$ cat config.mk
export PLATFORM = sky130hd
export DESIGN_NAME = gen_scope_writer
export DESIGN_NICKNAME = d
export VERILOG_FILES = /design/src/rtl/gen_scope_writer.sv
export SDC_FILE = /design/constraint.sdc
export NUM_CORES = 1
export LEC_CHECK = 0
export BUFFER_PORTS_ARGS = -buffer_cell sky130_fd_sc_hd__buf_2
export CORE_MARGIN = 5
export CORE_UTILIZATION = 60
export CTS_BUF_LIST = sky130_fd_sc_hd__clkbuf_2
export DETAILED_ROUTE_END_ITERATION = 12
export PLACE_DENSITY = 0.91
export SLEW_MARGIN = 0
export SYNTH_ARGS = -nofsm -noshare
export SYNTH_HDL_FRONTEND = slang
export SYNTH_SLANG_ARGS = --single-unit
$ cat constraint.sdc
create_clock -name clk -period 1.76 [get_ports clk]
set_clock_uncertainty 0.05 [all_clocks]
set_input_delay 0.44 -clock clk [delete_from_list [all_inputs] [get_ports clk]]
set_output_delay 0.44 -clock clk [all_outputs]
set_load 0.02 [all_outputs]
$ cat src/rtl/gen_scope_writer.sv
// 2-D register file built from nested named generate scopes (blk1.row[i].col[j].c),
// self-initialised after reset, written through valid/ready, read through a registered port.
// Define GEN_SCOPE_ASSERT_EN to add the shadow array and hierarchical-name consistency asserts.
module gen_scope_writer #(
  parameter  int NI    = 2,
  parameter  int NJ    = 2,
  parameter  int WIDTH = 8,
  localparam int IW    = (NI > 1) ? $clog2(NI) : 1,
  localparam int JW    = (NJ > 1) ? $clog2(NJ) : 1
) (
  input  logic             clk,
  input  logic             rst,
  input  logic             wr_valid,
  output logic             wr_ready,
  input  logic [IW-1:0]    wr_i,
  input  logic [JW-1:0]    wr_j,
  input  logic [WIDTH-1:0] wr_data,
  input  logic [IW-1:0]    rd_i,
  input  logic [JW-1:0]    rd_j,
  output logic [WIDTH-1:0] rd_data,
  output logic             init_done,
  output logic             wr_err
);

  // state  | meaning
  // INIT   | sweeping cell k with value k, one cell per cycle
  // IDLE   | ready for a host write
  // COMMIT | writing the captured host payload into its cell

  localparam int NC = NI * NJ;
  localparam int KW = (NC > 1) ? $clog2(NC) : 1;

  typedef enum logic [1:0] {INIT, IDLE, COMMIT} state_t;

  state_t state_q, state_d;

  logic [KW-1:0]    k;
  logic [IW-1:0]    ki;
  logic [JW-1:0]    kj;
  logic [IW-1:0]    cap_i;
  logic [JW-1:0]    cap_j;
  logic [WIDTH-1:0] cap_data;
  logic             cap_oor;

  logic             wen;
  logic [IW-1:0]    wsel_i;
  logic [JW-1:0]    wsel_j;
  logic [WIDTH-1:0] wdata;

  logic [WIDTH-1:0] cells [NC];
  logic [WIDTH-1:0] rd_next;

  always_ff @(posedge clk) begin
    if (rst) state_q <= INIT;
    else     state_q <= state_d;
  end

  always_comb begin
    state_d  = state_q;
    wr_ready = 1'b0;
    wen      = 1'b0;
    wsel_i   = ki;
    wsel_j   = kj;
    wdata    = WIDTH'(k);
    case (state_q)
      INIT: begin
        wen = 1'b1;
        if (k == KW'(NC - 1)) state_d = IDLE;
      end
      IDLE: begin
        wr_ready = 1'b1;
        if (wr_valid) state_d = COMMIT;
      end
      COMMIT: begin
        wen     = 1'b1;
        wsel_i  = cap_i;
        wsel_j  = cap_j;
        wdata   = cap_data;
        state_d = IDLE;
      end
      default: state_d = INIT;
    endcase
  end

  // Out-of-range coordinates never match any cell decode, so only the flag needs them.
  assign cap_oor = ({1'b0, cap_i} >= (IW + 1)'(NI)) || ({1'b0, cap_j} >= (JW + 1)'(NJ));

  always_ff @(posedge clk) begin
    if (rst) begin
      k         <= '0;
      ki        <= '0;
      kj        <= '0;
      cap_i     <= '0;
      cap_j     <= '0;
      cap_data  <= '0;
      init_done <= 1'b0;
      wr_err    <= 1'b0;
      rd_data   <= '0;
    end else begin
      if (state_q == INIT) begin
        if (k == KW'(NC - 1)) begin
          init_done <= 1'b1;
        end else begin
          k <= k + 1'b1;
          if (kj == JW'(NJ - 1)) begin
            kj <= '0;
            ki <= ki + 1'b1;
          end else begin
            kj <= kj + 1'b1;
          end
        end
      end
      if (state_q == IDLE && wr_valid) begin
        cap_i    <= wr_i;
        cap_j    <= wr_j;
        cap_data <= wr_data;
      end
      if (state_q == COMMIT && cap_oor) wr_err <= 1'b1;
      rd_data <= rd_next;
    end
  end

  // Unmatched (out-of-range) read coordinates fall through to zero.
  always_comb begin
    rd_next = '0;
    for (int a = 0; a < NI; a++) begin
      for (int b = 0; b < NJ; b++) begin
        if (rd_i == IW'(a) && rd_j == JW'(b)) rd_next = cells[a*NJ + b];
      end
    end
  end

  if (1) begin : blk1
`ifdef GEN_SCOPE_ASSERT_EN
    logic [WIDTH-1:0] shadow [NC];

    always_ff @(posedge clk) begin
      for (int a = 0; a < NI; a++) begin
        for (int b = 0; b < NJ; b++) begin
          if (rst)
            shadow[a*NJ + b] <= '0;
          else if (wen && wsel_i == IW'(a) && wsel_j == JW'(b))
            shadow[a*NJ + b] <= wdata;
        end
      end
    end

    always @* begin
      if (init_done) assert (state_q == IDLE || state_q == COMMIT);
    end
`endif

    for (genvar i = 0; i < NI; i++) begin : row
      for (genvar j = 0; j < NJ; j++) begin : col
        logic [WIDTH-1:0] c;
        logic             we;

        assign we = wen && (wsel_i == IW'(i)) && (wsel_j == JW'(j));

        always_ff @(posedge clk) begin
          if (rst)     c <= '0;
          else if (we) c <= wdata;
        end

        assign cells[i*NJ + j] = c;

`ifdef GEN_SCOPE_ASSERT_EN
        always @* begin
          assert (c == col[j].c);
          assert (c == row[i].col[j].c);
          assert (c == blk1.row[i].col[j].c);
          assert (c == gen_scope_writer.blk1.row[i].col[j].c);
          assert (c == blk1.shadow[i*NJ + j]);
        end
`endif
      end
    end
  end

endmodule

==> results of run 1 <==
==> cell families (layout without fill, tap and decap cells) <==
| logic type | Yosys count | in the layout | synth area share [%] |
|---|---|---|---|
| flops | 57 | 57 | 45.6 |
| mux | 19 | 19 | 11.6 |
| simple gates | 82 | 82 | 18.9 |
| xor+xnor | 3 | 3 | 1.05 |
| compound gates | 63 | 63 | 16.7 |
| fa+ha+maj | 1 | 1 | 0.500 |
| other cells | 1 | 1 | 0.150 |
| buf+inv | 32 | 61 | 5.45 |
==> how the worst max path moves through the flow <==
stage                                           end  slack, ns  cells after the start
4_1_cts                                    wr_ready       0.06                      2
3_5_place_dp   blk1.row[0].col[1].c[0]$_SDFFE_PP0P_       0.16                      4
5_1_grt                                    wr_ready      0.006                      2
3_3_place_gp                  rd_data[0]$_SDFF_PP0_       0.21                      3
6_report                                   wr_ready       0.08                      2
2_1_floorplan                              wr_ready       0.04                      3
==> cells in the final DEF (no fill, tap or decap), types with 2 or more instances in the layout <==
cell	synthesis	layout
buf_4	2	16
nand3b_1	4	4
or3b_1	3	3
inv_1	6	6
nor2_1	17	17
and3b_1	8	8
dfxtp_1	57	56
nor2b_1	11	10
nor4b_1	2	2
mux2i_1	11	11
a21o_1	3	3
a22oi_1	24	24
nand2_1	4	4
nand3_1	25	25
a221oi_1	6	6
mux4_2	8	8
nor3_1	3	3
clkbuf_2	0	14
a21oi_1	25	25
a211oi_1	4	4
buf_2	7	24
xnor2_1	3	3
==> flip-flops by register name (all words and copies together) (netlist names) <==
| register | flops |
|---|---|
| cap_i | 1 |
| blk1.row.col.c | 32 |
| init_done | 1 |
| cap_j | 1 |
| k | 2 |
| ki | 1 |
| rd_data | 8 |
| state_q | 2 |
| kj | 1 |
| cap_data | 8 |
==> routing by layer <==
layer	up-vias	global-route usage, %
met5	-	0
met4	0	11.3
met3	13	4.05
met2	75	38.4
met1	963	26.2
li1	995	-
==> power by group <==
| part | total (mW) | internal, mW | switching, mW |
|---|---|---|---|
| clock | 0.656 | 0.206 | 0.450 |
| sequential | 1.55 | 1.44 | 0.116 |
| combinational | 0.928 | 0.424 | 0.504 |
==> per-stage QoR <==
step | setup slack, ns | cells
after floorplan | 0.0414 | 258
after CTS | 0.0579 | 337
after detailed placement | 0.157 | 322
final | 0.0789 | 337
after global routing | 0.00564 | 337
after global placement | 0.213 | 322
==> cell type report <==
class	count	area [um^2]	share of cell area, %
Tap cell	50	62.6	2.26
Inverter	6	22.5	0.814
Clock buffer	14	70.1	2.53
Clock inverter	1	3.75	0.136
Timing Repair Buffer	40	240	8.68
Multi-Input combinational cell	169	1230	44.3
Sequential cell	57	1140	41.3
==> worst max-delay path, stage by stage (launching register included) <==
cell and delay (ns):
dfxtp_2 0.50, nor2b_2 0.07, buf_2 0.16
==> timing repair <==
action,CTS,global route
endpoints found under the setup margin,1,0
gates resized for setup,1,0
endpoints found under the hold margin,0,0
==> results.sh, run 1 <==
export IMPL_status="complete, no violations"
export IMPL_dpl_cell_area_um2=2690
export IMPL_vias=2046
export IMPL_crit_type="reg -> out"
export IMPL_hold_end="cap_data[3]$_SDFFE_PP0P_"
export IMPL_worstPathRequired_ns=1.27
export IMPL_setup_viol=0
export IMPL_post_cts_buffers=0
export IMPL_die_x_um=74.6
export IMPL_synthesis_nets=274
export IMPL_first_global_vias=2021
export IMPL_wl_met2_um=2860
export IMPL_rsz0062_at_grt="no"
export IMPL_hold_path_class="in -> reg"
export IMPL_start_util_pct=62.1
export IMPL_end_kind="output port"
export IMPL_rr_worst_depth=3
export IMPL_fill_cells=328
export IMPL_area_growth_pct=10.7
export IMPL_fp_dieArea_um2=5560
export IMPL_drc_errors=0
export IMPL_synth_top_area_share_pct=45.6
export IMPL_synthArstFlopShare_pct=0
export IMPL_worstReg2RegStart="kj$_SDFFE_PP0P_"
export IMPL_dr_pass1_iters=4
export IMPL_reg2reg_to="blk1.row[0].col[1].c[0]$_SDFFE_PP0P_"
export IMPL_syn_cell_area_um2=2500
export IMPL_critPathMaxFanout=17
export IMPL_ctsHoldBuffers=0
export IMPL_synth_most_common_cell="dfxtp_1"
export IMPL_antenna_found_initial=0
export IMPL_maxCapViolations=0
export IMPL_clk_path_buf_depth=2
export IMPL_synth_edf_count=0
export IMPL_wl_met3_um=333
export IMPL_crit_arrival_ns=1.19
export IMPL_grt_usage_pct=22.2
export IMPL_numCtsBuffers=9
export IMPL_ys_types=31
export IMPL_wl_um=5550
export IMPL_clk_pin_slew_worst_paths_ns=0.15
export IMPL_hp_start="wr_data[3]"
export IMPL_drv_slew=0
export IMPL_drtIter0Drc=274
export IMPL_stdcell_area_um2=2770
export IMPL_syn_area_per_cell_um2=9.69
export IMPL_clkLatencyLatePin_ns=0.47
export IMPL_clockRootBuffer="clkbuf_2"
export IMPL_finalCritPeriodShare_pct=95.5
export IMPL_grt_ovfl_total=0
export IMPL_place_gp_congestion=0.893
export IMPL_synth_seq_cells=57
export IMPL_reg2reg_setup_slack_ns=0.29
export IMPL_synth_commonest_cells="dfxtp_1 (57), a21oi_1 (25), nand3_1 (25), a22oi_1 (24), nor2_1 (17)"
export IMPL_critPathLaunch="state_q[1]$_SDFFE_PP0P_"
export IMPL_syn_inst=258
export IMPL_fin_nets=299
export IMPL_fin_util_pct=68.7
export IMPL_hold_viol=0
export IMPL_yosys_top_cells_area="dfxtp_1 (46%), a22oi_1 (7.2%), mux4_2 (7.2%), a21oi_1 (5.0%), nand3_1 (5.0%)"
export IMPL_layout_drive_gt1_share_pct=23.0
export IMPL_die_h_um=74.6
export IMPL_maxUsedRoutingLayer="met4"
export IMPL_wl_per_cell_um=16.5
export IMPL_synth_flop_cell="dfxtp_1"
export IMPL_timing_hold_worst_path_depth=3
export IMPL_wl_met1_um=2230
export IMPL_synth_seq_area_share_pct=45.6
export IMPL_htree_levels=3
export IMPL_cts_tree="yes"
export IMPL_grt_pass1_wl_um=9270
export IMPL_hpwl_um=3980
export IMPL_period_minus_slack_ns=1.68
export IMPL_totalNegativeSetupSlack_ns=0
export IMPL_ant_nets=0
export IMPL_p_total_mw=3.14
export IMPL_power_leakage_nw=1.13
export IMPL_coreArea_um2=4030
export IMPL_vias_per_cell=6.07
export IMPL_max_freq_mhz=595
export IMPL_power_density_nw_per_um2=1130
export IMPL_peakVddDrop_uv=799
export IMPL_yosys_area_top_type="dfxtp_1"
export IMPL_ios=26
export IMPL_yosys_warnings=0
export IMPL_antennaDiodeCount=0
export IMPL_clkSinkCount=57
export IMPL_startpoint_type="flop"
export IMPL_placementRows=23
export IMPL_grt_max_degree=25
export IMPL_io_buffers=24
export IMPL_whs_ns=0.140
(Power assumes the default switching activity.)
==> inputs of run 2 (changes only) <==
- GPL_TIMING_DRIVEN: default -> 0
==> run 2 against run 1 <==
Net effect:
- wire length is 19% higher
- utilization up 3.2 points
- flip-flop and latch count did not move
- critical path depth rose by 1
- maximum frequency down 3.6%
- final cell count rose by 4.2%
- sequential share of layout area fell by 1.6 points
- non-clock buffer count rose by 13
- combinational power increased by 6.1%
- final area increased by 4.7%
- worst setup slack lost 0.063 ns
- via count up 12%
- highest routed layer unchanged
==> results.sh, run 2 (synthesis results as in run 1) <==
export IMPL_status="complete, no violations"
export IMPL_max_freq_mhz=573
export IMPL_layout_drive_gt1_share_pct=22.9
export IMPL_rsz0062_at_grt="yes"
export IMPL_reg2reg_setup_slack_ns=0.09
export IMPL_peakVddDrop_uv=988
export IMPL_layout_setup_ws_ns=0.0163
export IMPL_finalCritPeriodShare_pct=99.1
export IMPL_worstReg2RegStart="state_q[1]$_SDFFE_PP0P_"
export IMPL_power_density_nw_per_um2=1160
export IMPL_crit_arrival_ns=1.25
export IMPL_hold_viol=0
export IMPL_ctsHoldBuffers=0
export IMPL_tightestPinTransition_ns=0.673
export IMPL_grt_pass1_wl_um=10200
export IMPL_htree_levels=3
export IMPL_clockRootBuffer="clkbuf_2"
export IMPL_grt_max_degree=11
export IMPL_grt_usage_pct=24.6
export IMPL_first_global_vias=2195
export IMPL_place_gp_congestion=0.871
export IMPL_worstPathRequired_ns=1.27
export IMPL_power_leakage_nw=1.18
export IMPL_end_kind="output port"
export IMPL_wl_um=6600
export IMPL_ios=26
export IMPL_startpoint_type="flop"
export IMPL_hp_start="wr_data[0]"
export IMPL_cts_tree="yes"
export IMPL_antennaDiodeCount=0
export IMPL_drv_slew=0
export IMPL_relSlewSlack_pct=54.8
export IMPL_hold_end="cap_data[0]$_SDFFE_PP0P_"
export IMPL_layout_cells_non_filler=351
export IMPL_critPathMaxFanout=3
export IMPL_clkLatencyLatePin_ns=0.49
export IMPL_pre_cts_ws_ns=-0.268
export IMPL_dp_cells=329
export IMPL_antenna_found_initial=0
export IMPL_hold_path_class="in -> reg"
export IMPL_die_h_um=74.6
export IMPL_reg2reg_to="blk1.row[1].col[1].c[1]$_SDFFE_PP0P_"
export IMPL_fill_cells=305
export IMPL_numCtsBuffers=9
export IMPL_fp_dieArea_um2=5560
export IMPL_setup_viol=0
export IMPL_clkSinkCount=57
export IMPL_reg_top3="blk1.row.col.c x32, cap_data x8, rd_data x8"
export IMPL_final_cell_mix="dfxtp_1 (55), buf_2 (26), a21oi_1 (25)"
export IMPL_grt_ovfl_total=0
export IMPL_io_buffers=21
export IMPL_rr_worst_depth=4
export IMPL_start_util_pct=62.1
export IMPL_regMostFlops="blk1.row.col.c"
export IMPL_timing_hold_worst_path_depth=3
export IMPL_area_growth_pct=15.8
export IMPL_largest_reg_flops=32
export IMPL_maxCapViolations=0
export IMPL_die_x_um=74.6
export IMPL_fin_nets=312
export IMPL_clk_pin_slew_worst_paths_ns=0.16
export IMPL_crit_type="reg -> out"
export IMPL_ant_nets=0
export IMPL_whs_ns=0.120
export IMPL_clk_path_buf_depth=2
export IMPL_vias_per_cell=6.51
export IMPL_coreArea_um2=4030
export IMPL_drc_errors=0
export IMPL_drtIter0Drc=347
export IMPL_hpwl_um=3990
export IMPL_placementRows=23
export IMPL_final_common_cell="dfxtp_1"
export IMPL_dr_pass1_iters=5
export IMPL_period_minus_slack_ns=1.74
export IMPL_wl_per_cell_um=18.8
export IMPL_vias=2285
## run 2: cell count changes in the layout (fill, tap and decap cells not counted), sizes merged
cell,previous run,this run
clkinv,1,3
buf,40,39
clkbuf,14,26
bufinv,0,1
## run 2: report_power, final
group          total, mW  internal (mW)  switching [mW]  leakage (nW)
Combinational      0.985          0.425           0.560         0.642
Sequential          1.56           1.44           0.118         0.463
Clock              0.815          0.338           0.477        0.0734
Total               3.36           2.20            1.16          1.18
## run 2: what timing repair did
item,4_1_cts,5_1_grt
buffers inserted,5,4
setup endpoints to repair,1,10
resized for setup,19,2
gates cloned,0,0
## run 2: worst max path at each step
stage / from / end / slack (ns) / cells after the start
after floorplan: state_q[0]$_SDFFE_PP0P_ / wr_ready / 0.04 / 3
after global placement: state_q[0]$_SDFFE_PP0P_ / wr_ready / -0.25 / 4
after detailed placement: state_q[0]$_SDFFE_PP0P_ / wr_ready / -0.27 / 4
after CTS: state_q[0]$_SDFFE_PP0P_ / wr_ready / -0.10 / 4
after global routing: state_q[1]$_SDFFE_PP0P_ / wr_ready / -0.04 / 3
final: state_q[0]$_SDFFE_PP0P_ / wr_ready / 0.02 / 3
## run 2: area by class of cell
cell class / count / area [um^2] / area share (%)
clock buffer: 12 / 60.1 / 2.07
inverter: 6 / 22.5 / 0.778
clock inverter: 4 / 43.8 / 1.51
buffer: 23 / 144 / 4.97
multi-input combinational: 169 / 1240 / 42.7
timing repair buffer: 30 / 179 / 6.18
sequential: 57 / 1150 / 39.7
tap: 50 / 62.6 / 2.16
## run 2: through the flow
step                utilization [%]  total power [mW]  cell area, um^2  TNS, ns
global route                   71.9              3.51             2900  -0.0404
CTS                            71.7              3.31             2890   -0.100
global placement               66.3              2.41             2670   -0.255
detailed placement             66.3              2.44             2670   -0.268
finish                         71.9              3.36             2900        0
floorplan                         -              2.22             2500        0
## run 2: critical path: stages, from the launching register on
cell and delay (ns):
dfxtp_4 0.40, clkbuf_16 0.12, nor2b_4 0.13, buf_6 0.12
## run 2: per-layer routing
metal	track usage, %	share of wire [%]
met5	0	0
met4	14.8	5.4
met1	28.7	38
met3	7.03	8.8
met2	39.8	48
